`config.mk`:
```
export PLATFORM = sky130hd
export DESIGN_NAME = systolic_seq_ctrl
export DESIGN_NICKNAME = d
export VERILOG_FILES = /design/src/rtl/systolic_seq_ctrl.sv
export SDC_FILE = /design/constraint.sdc
export NUM_CORES = 1
export LEC_CHECK = 0
export BUFFER_PORTS_ARGS = -buffer_cell sky130_fd_sc_hd__buf_2
export CAP_MARGIN = 10
export CORE_AREA = 2 2 177 179
export CTS_CLUSTER_DIAMETER = 200
export DETAILED_ROUTE_END_ITERATION = 8
export DIE_AREA = 0 0 179 181
export REMOVE_ABC_BUFFERS = 1
export SYNTH_ARGS = -nofsm -noshare
export SYNTH_HDL_FRONTEND = slang
export SYNTH_SLANG_ARGS = --single-unit
```
`constraint.sdc`:
```
create_clock -name clk -period 1.7 [get_ports clk]
set_input_delay 0.085 -clock clk [delete_from_list [all_inputs] [get_ports clk]]
set_output_delay 0.085 -clock clk [all_outputs]
set_load 0.1 [all_outputs]
```
`src/rtl/systolic_seq_ctrl.sv`:
```
// Purpose: sequences one N x N systolic matmul: clear array, feed K skewed operand steps, drain, unload C row by row.
// Latency: start sampled in cycle 0 -> first res_valid in cycle K+2N+2; done pulses in the cycle the last row is accepted.
// Backpressure: res_valid/res_row/res_data hold while res_ready is low; the array sees zero edges, so C stays stable.
module systolic_seq_ctrl #(
    parameter int DATA_SIZE = 8,
    parameter int N         = 4,
    parameter int K         = 4
) (
    input  logic                         clk,
    input  logic                         reset,
    input  logic                         start,
    output logic                         busy,
    output logic                         done,
    output logic                         rd_en,
    output logic [$clog2(K)-1:0]         rd_addr,
    input  logic [N*DATA_SIZE-1:0]       a_col,
    input  logic [N*DATA_SIZE-1:0]       b_row,
    output logic                         arr_clear,
    output logic [N*DATA_SIZE-1:0]       arr_a,
    output logic [N*DATA_SIZE-1:0]       arr_b,
    input  logic [N*N*2*DATA_SIZE-1:0]   arr_c,
    output logic                         res_valid,
    input  logic                         res_ready,
    output logic [$clog2(N)-1:0]         res_row,
    output logic [N*2*DATA_SIZE-1:0]     res_data
);

    localparam int AW    = $clog2(K);
    localparam int RW    = $clog2(N);
    localparam int CW    = $clog2(2 * N);
    localparam int ROW_W = N * 2 * DATA_SIZE;

    localparam logic [AW-1:0] LAST_K     = AW'(K - 1);
    localparam logic [RW-1:0] LAST_ROW   = RW'(N - 1);
    localparam logic [CW-1:0] DRAIN_LAST = CW'(2 * N - 1);

    typedef enum logic [2:0] {
        S_IDLE,
        S_CLEAR,
        S_FEED,
        S_DRAIN,
        S_UNLOAD
    } state_t;

    state_t          state;
    logic [CW-1:0]   drain_cnt;
    logic            rd_vld_q;
    logic            skew_clr;
    logic [N*DATA_SIZE-1:0] a_in;
    logic [N*DATA_SIZE-1:0] b_in;

    assign busy      = (state != S_IDLE);
    assign skew_clr  = (state == S_CLEAR);
    assign arr_clear = reset | skew_clr;
    // Combinational so the pulse lands in the very cycle the final row handshake completes.
    assign done      = res_valid & res_ready & (res_row == LAST_ROW);

    // Main sequencer: phase transitions, read address walk, result row handshake.
    always_ff @(posedge clk) begin
        if (reset) begin
            state     <= S_IDLE;
            rd_en     <= 1'b0;
            rd_addr   <= '0;
            res_valid <= 1'b0;
            res_row   <= '0;
            drain_cnt <= '0;
        end else begin
            case (state)
                S_IDLE: begin
                    if (start) begin
                        state <= S_CLEAR;
                    end
                end
                S_CLEAR: begin
                    state   <= S_FEED;
                    rd_en   <= 1'b1;
                    rd_addr <= '0;
                end
                S_FEED: begin
                    if (rd_addr == LAST_K) begin
                        state     <= S_DRAIN;
                        rd_en     <= 1'b0;
                        rd_addr   <= '0;
                        drain_cnt <= '0;
                    end else begin
                        rd_addr <= rd_addr + 1'b1;
                    end
                end
                S_DRAIN: begin
                    // 2N cycles lets the last skewed operand pair reach PE(N-1,N-1) and accumulate.
                    if (drain_cnt == DRAIN_LAST) begin
                        state     <= S_UNLOAD;
                        res_valid <= 1'b1;
                        res_row   <= '0;
                    end else begin
                        drain_cnt <= drain_cnt + 1'b1;
                    end
                end
                S_UNLOAD: begin
                    if (res_ready) begin
                        if (res_row == LAST_ROW) begin
                            state     <= S_IDLE;
                            res_valid <= 1'b0;
                            res_row   <= '0;
                        end else begin
                            res_row <= res_row + 1'b1;
                        end
                    end
                end
                default: state <= S_IDLE;
            endcase
        end
    end

    // Operand read data is valid one cycle after the strobe.
    always_ff @(posedge clk) begin
        if (reset || skew_clr) begin
            rd_vld_q <= 1'b0;
        end else begin
            rd_vld_q <= rd_en;
        end
    end

    // Zero the chain input whenever no fresh read data is present; PEs accumulate every cycle.
    assign a_in = rd_vld_q ? a_col : '0;
    assign b_in = rd_vld_q ? b_row : '0;

    for (genvar i = 0; i < N; i++) begin : g_skew
        if (i == 0) begin : g_direct
            assign arr_a[0 +: DATA_SIZE] = a_in[0 +: DATA_SIZE];
            assign arr_b[0 +: DATA_SIZE] = b_in[0 +: DATA_SIZE];
        end else begin : g_pipe
            logic [DATA_SIZE-1:0] a_pipe [i];
            logic [DATA_SIZE-1:0] b_pipe [i];

            // Row/column i is delayed i cycles so A and B wavefronts meet on the diagonals.
            always_ff @(posedge clk) begin
                if (reset || skew_clr) begin
                    for (int s = 0; s < i; s++) begin
                        a_pipe[s] <= '0;
                        b_pipe[s] <= '0;
                    end
                end else begin
                    a_pipe[0] <= a_in[i*DATA_SIZE +: DATA_SIZE];
                    b_pipe[0] <= b_in[i*DATA_SIZE +: DATA_SIZE];
                    for (int s = 1; s < i; s++) begin
                        a_pipe[s] <= a_pipe[s-1];
                        b_pipe[s] <= b_pipe[s-1];
                    end
                end
            end

            assign arr_a[i*DATA_SIZE +: DATA_SIZE] = a_pipe[i-1];
            assign arr_b[i*DATA_SIZE +: DATA_SIZE] = b_pipe[i-1];
        end
    end

    // Select the accumulator row currently offered to the consumer.
    always_comb begin
        res_data = '0;
        for (int r = 0; r < N; r++) begin
            if (res_row == RW'(r)) begin
                res_data = arr_c[r*ROW_W +: ROW_W];
            end
        end
    end

endmodule

```
# Word level (Yosys, flattened, before mapping)
# Memories as Yosys holds them, arrays and structs flattened.
# Cells that the tools add are included.
# W data, S select, Z words.
[word_totals]
memories = 6
wordCells = 102
in_bits = 324
output_inout_bits = 137
mem_bits_rw = 96
regBits = 13
[mem_list]
columns = ["name", "words", "word_bits", "read_ports", "rd_ports_with_merged_regs", "wr", "line_no", "rtl"]
rows = [
  ["g_skew[3].g_pipe.a_pipe", 3, 8, 3, 0, 3, "133", "logic [DATA_SIZE-1:0] a_pipe [i];"],
  ["g_skew[3].g_pipe.b_pipe", 3, 8, 3, 0, 3, "134", "logic [DATA_SIZE-1:0] b_pipe [i];"],
  ["g_skew[2].g_pipe.a_pipe", 2, 8, 2, 0, 2, "133", ""],
  ["g_skew[2].g_pipe.b_pipe", 2, 8, 2, 0, 2, "134", ""],
  ["g_skew[1].g_pipe.a_pipe", 1, 8, 1, 0, 1, "133", ""],
  ["g_skew[1].g_pipe.b_pipe", 1, 8, 1, 0, 1, "134", ""],
]
[classes]
n_eq_ne = 15
bitwise_logic = 13
muxes = 44
reduce_logical = 14
addsub = 3
[op_table]
columns = ["op", "count"]
rows = [
  ["$mux W64", 4],
  ["$mux W8", 12],
  ["$mux W32", 2],
  ["$mux W3", 7],
  ["$reduce_or A8 Y1", 2],
  ["$pmux W3 S5", 1],
  ["$ne A2 B2 Y1 const B", 6],
  ["$or A1 B1 Y1", 11],
  ["$mux W1", 9],
  ["$mux W2", 4],
  ["$pmux W2 S2", 2],
  ["$eq A2 B2 Y1 const B", 3],
  ["$eq A3 B2 Y1 const B", 2],
  ["$eq A3 B3 Y1 const B", 2],
  ["$pmux W3 S2", 1],
  ["$reduce_and A3 Y1", 2],
  ["$reduce_bool A2 Y1", 3],
  ["$reduce_and A5 Y1", 1],
  ["$add A2 B1 Y2 const B", 2],
  ["$pmux W1 S2", 2],
  ["$reduce_and A4 Y1", 1],
  ["$add A3 B1 Y3 const B", 1],
  ["$eq A3 B1 Y1 const B", 1],
  ["$logic_not A3 Y1", 1],
  ["other kinds (6)", 7],
]

# Depth between registers and ports, before layout
[logic_depth]
word_depth = 5
ltp_mapped = 8

# Worst setup path before layout
# OpenSTA, ideal clock, no wires.
[synth_timing]
path_kind = "reg-to-output"
start = "register res_row[1]"
end = "output port res_data[0]"
n_path_buf = 3
arrival_ns = 2.732
path_stages_with_launch = 8
slack_ns = -1.117
t_required_ns = 1.615
path_cell_list = "dfxtp_1 -> inv_1 -> ha_1 -> buf_2 -> buf_6 -> buf_2 -> o21ai_0 -> a22o_1"
[synth_via]
elab_chain_len = 5
word_cells_on_any_way = 8
cone_classes = "eq/ne: 3; mux: 4; reduce/logical: 1"
[synth_lines]
columns = ["element", "line_no", "rtl"]
rows = [
  ["start, declared", "24", "output logic [$clog2(N)-1:0] res_row,"],
  ["start signal, assigned", "106", "res_row <= res_row + 1'b1;"],
  ["$logic_not A2 Y1", "162", "if (res_row == RW'(r)) begin"],
  ["$mux W64 (3 in series)", "162", ""],
  ["$mux W64 *", "162", ""],
  ["end, declared", "25", "output logic [N*2*DATA_SIZE-1:0] res_data"],
]
# Every way passes the cells marked *; elsewhere a longest branch is shown, timed or not.

# Worst setup path in the final report
[layout_timing]
start = "register res_row[0]"
end = "output port res_data[45]"
# The elaborated chain is that of the path after synthesis.

==> metrics <==
Post-Place Worst Slack -276 ps; first-pass GRT wire length 44.7 mm; unrepaired setup endpoints after global routing yes; Vias/cell 4.46; clk_skew 11.7 ps; Final Non-Filler Cells 1664; Max Fclk 486 MHz; area growth from synthesis to layout 99.6%; post-synthesis sequential area ratio 37.0%; status finished with violations; Rows 64; io pins 461; Routed WL 32.6 mm; Clock transition at path regs 80 ps; Startpoint Class register; final hold violations 0; Avg WL per Cell 19.6 um; Worst slew margin 63.9%; register area 0.00218 sq mm; DIE WIDTH 179 um; clk buf depth 2; #FFs+latches synth 109; CTS tree built; placed cell count 1570; mapped cell area 0.00590 sq mm; multi-input logic area 0.00342 sq mm; crit path DAT 1970 ps; IO Port Bufs 460; DIE HEIGHT 181 um; Synth area leader dfxtp_1; Finish-stage setup viols 65; total grt overflow 0; Synth Warn # 0; vias in the first global route 7221; first drt pass iteration count 5; fraction of layout cells with a size suffix above 1 51.2%; Worst setup EP type output pin; Power Total 7.04 mW; CTS sink cnt 109; largest net degree at the start of global routing 99; Leak 6.01 nW; Least-Margin Pin Slew 545 ps; Layout Nets 1589; placer congestion estimate 0.928; Final period util 121%; max-slew violation count 0; filler cell count 3023; critical path class register to output pin; Starting Density 19.4%; Starting DRT DRC Count 379; post-synthesis cell type count 33; Synth Area per Inst 7.64 sq um; # Max-Cap Violations 0; CTS Buf Count 9; Hold/Removal Path Class input port to register; H-tree levels 3; Worst Hold Path Cells 2; worst-skew pair later-pin latency 350 ps; HPWL after detailed placement 23.9 mm; Global Route Usage Sum 18.6%; share of the synthesized area in the top cell type 37.0%; Root Driver clkbuf_16; worst reg2reg path depth 7; CP Data Required Time 1620 ps; fin crit period 2060 ps; Reg2Reg Setup Slack 100 ps; initial antenna violation count 8; Final WS setup -356 ps; Syn Inst Count 772; Vias 7422; Die ar. 0.0324 sq mm; PwrDens 598 mW/mm^2; Peak VDD IR 484 uV; Area after DPL 0.00984 sq mm; crit path max fanout 9; failing checks negative setup slack; Core Box Area 0.0303 sq mm; post-route cell area 0.0118 sq mm; DRC 0; Final ANT Viol Nets 0; hold slack 35.9 ps; synth top area cells dfxtp_1, a21oi_1, a22o_1, and2_1, o21ai_0
==> worst paths after layout <==
path,startpoint,to
setup / recovery,res_row[0],res_data[45]
hold / removal,b_row[11],g_skew[1].g_pipe.b_pipe[0][3]
setup reg to reg,res_row[1],res_row[0]
hold reg to reg,g_skew[2].g_pipe.a_pipe[0][6],g_skew[2].g_pipe.a_pipe[0][14]
==> synth_stat cells (all sizes together) <==
library cell    n
a21oi         134
dfxtp         109
nand2          71
inv            68
and2           65
buf            65
o21ai          65
a22o           64
and3           49
clkbuf         38
ha              7
nand2b          6
mux2i           4
nor2            4
nand3           3
nor2b           3
nor3            3
nor3b           3
nand4b          2
a311oi          1
a31oi           1
and4bb          1
nand3b          1
nand4bb         1
o211ai          1
o22a            1
o32ai           1
o41ai           1
==> report_power, final <==
group,leakage (nW),internal (mW),switching [mW]
Combinational,4.97,0.865,1.36
Sequential,0.880,2.58,0.0111
Clock,0.160,1.20,1.03
==> worst max-delay path: stages, from the launching register on <==
cell and delay, ps:
dfxtp_2 340, buf_6 120, ha_4 180, buf_12 160, buf_16 150, a21oi_2 110
o21ai_1 80, a22o_2 280, buf_12 180
==> metrics by stage <==
step | util [%] | TNS, ps
2_1_floorplan | - | -196150
3_3_place_gp | 32.4 | -366
3_5_place_dp | 32.4 | -598
4_1_cts | 37.8 | -21490
5_1_grt | 38.8 | -23420
6_report | 38.8 | -18910
==> state kept, by name, indices dropped and copies added, names as in the netlist <==
name and flops:
rd_addr 2, res_valid 1, rd_en 1, drain_cnt 3, g_skew.g_pipe.b_pipe 48, g_skew.g_pipe.a_pipe 48, rd_vld_q 1, state 3
res_row 2
==> placed cells by master (no fill, tap or decap), types with 5 or more instances in the layout <==
cell	count
buf_2	378
dfxtp_1	107
buf_12	99
nand2_1	71
inv_1	66
and2_1	65
a21oi_1	63
a21oi_2	60
a22o_1	54
and3_1	48
dlygate4sd3_1	48
o21ai_1	46
buf_4	21
clkbuf_16	13
buf_6	13
o21ai_0	12
a21oi_4	11
a22o_4	9
buf_16	8
o21ai_2	7
buf_8	7
nand2b_1	6
diode_2	5
==> per-layer routing <==
layer	part of all wire, %	up-vias	track usage [%]
met2	50	369	32.9
met4	4.6	6	9.07
li1	-	3576	-
met3	7.6	58	4.61
met5	0.13	-	0
met1	38	3413	20.5
==> cells by family after synthesis <==
| kind of cell | count (synthesis) | share of synthesized area [%] |
|---|---|---|
| mux | 4 | 0.679 |
| simple gates | 212 | 19.7 |
| compound gates | 269 | 27.2 |
| flops | 109 | 37.0 |
| buf+inv | 171 | 13.9 |
| fa+ha+maj | 7 | 1.48 |
==> area by class of cell <==
| cell class | instances | share of cell area [%] |
|---|---|---|
| Tap cell | 396 | 4.21 |
| Sequential cell | 109 | 18.6 |
| Timing Repair Buffer | 578 | 43.2 |
| Inverter | 68 | 2.17 |
| Multi-Input combinational cell | 492 | 29.0 |
| Antenna cell | 5 | 0.106 |
| Clock buffer | 9 | 1.91 |
| Clock inverter | 7 | 0.871 |
==> timing repair <==
item,CTS,global route
gates resized for setup,134,78
gates cloned,9,5
setup endpoints to repair,65,67
endpoints found under the hold margin,48,0
setup buffers,16,0
pin swaps,38,43
hold buffers,48,0
Power figures use the tool's default switching activity.
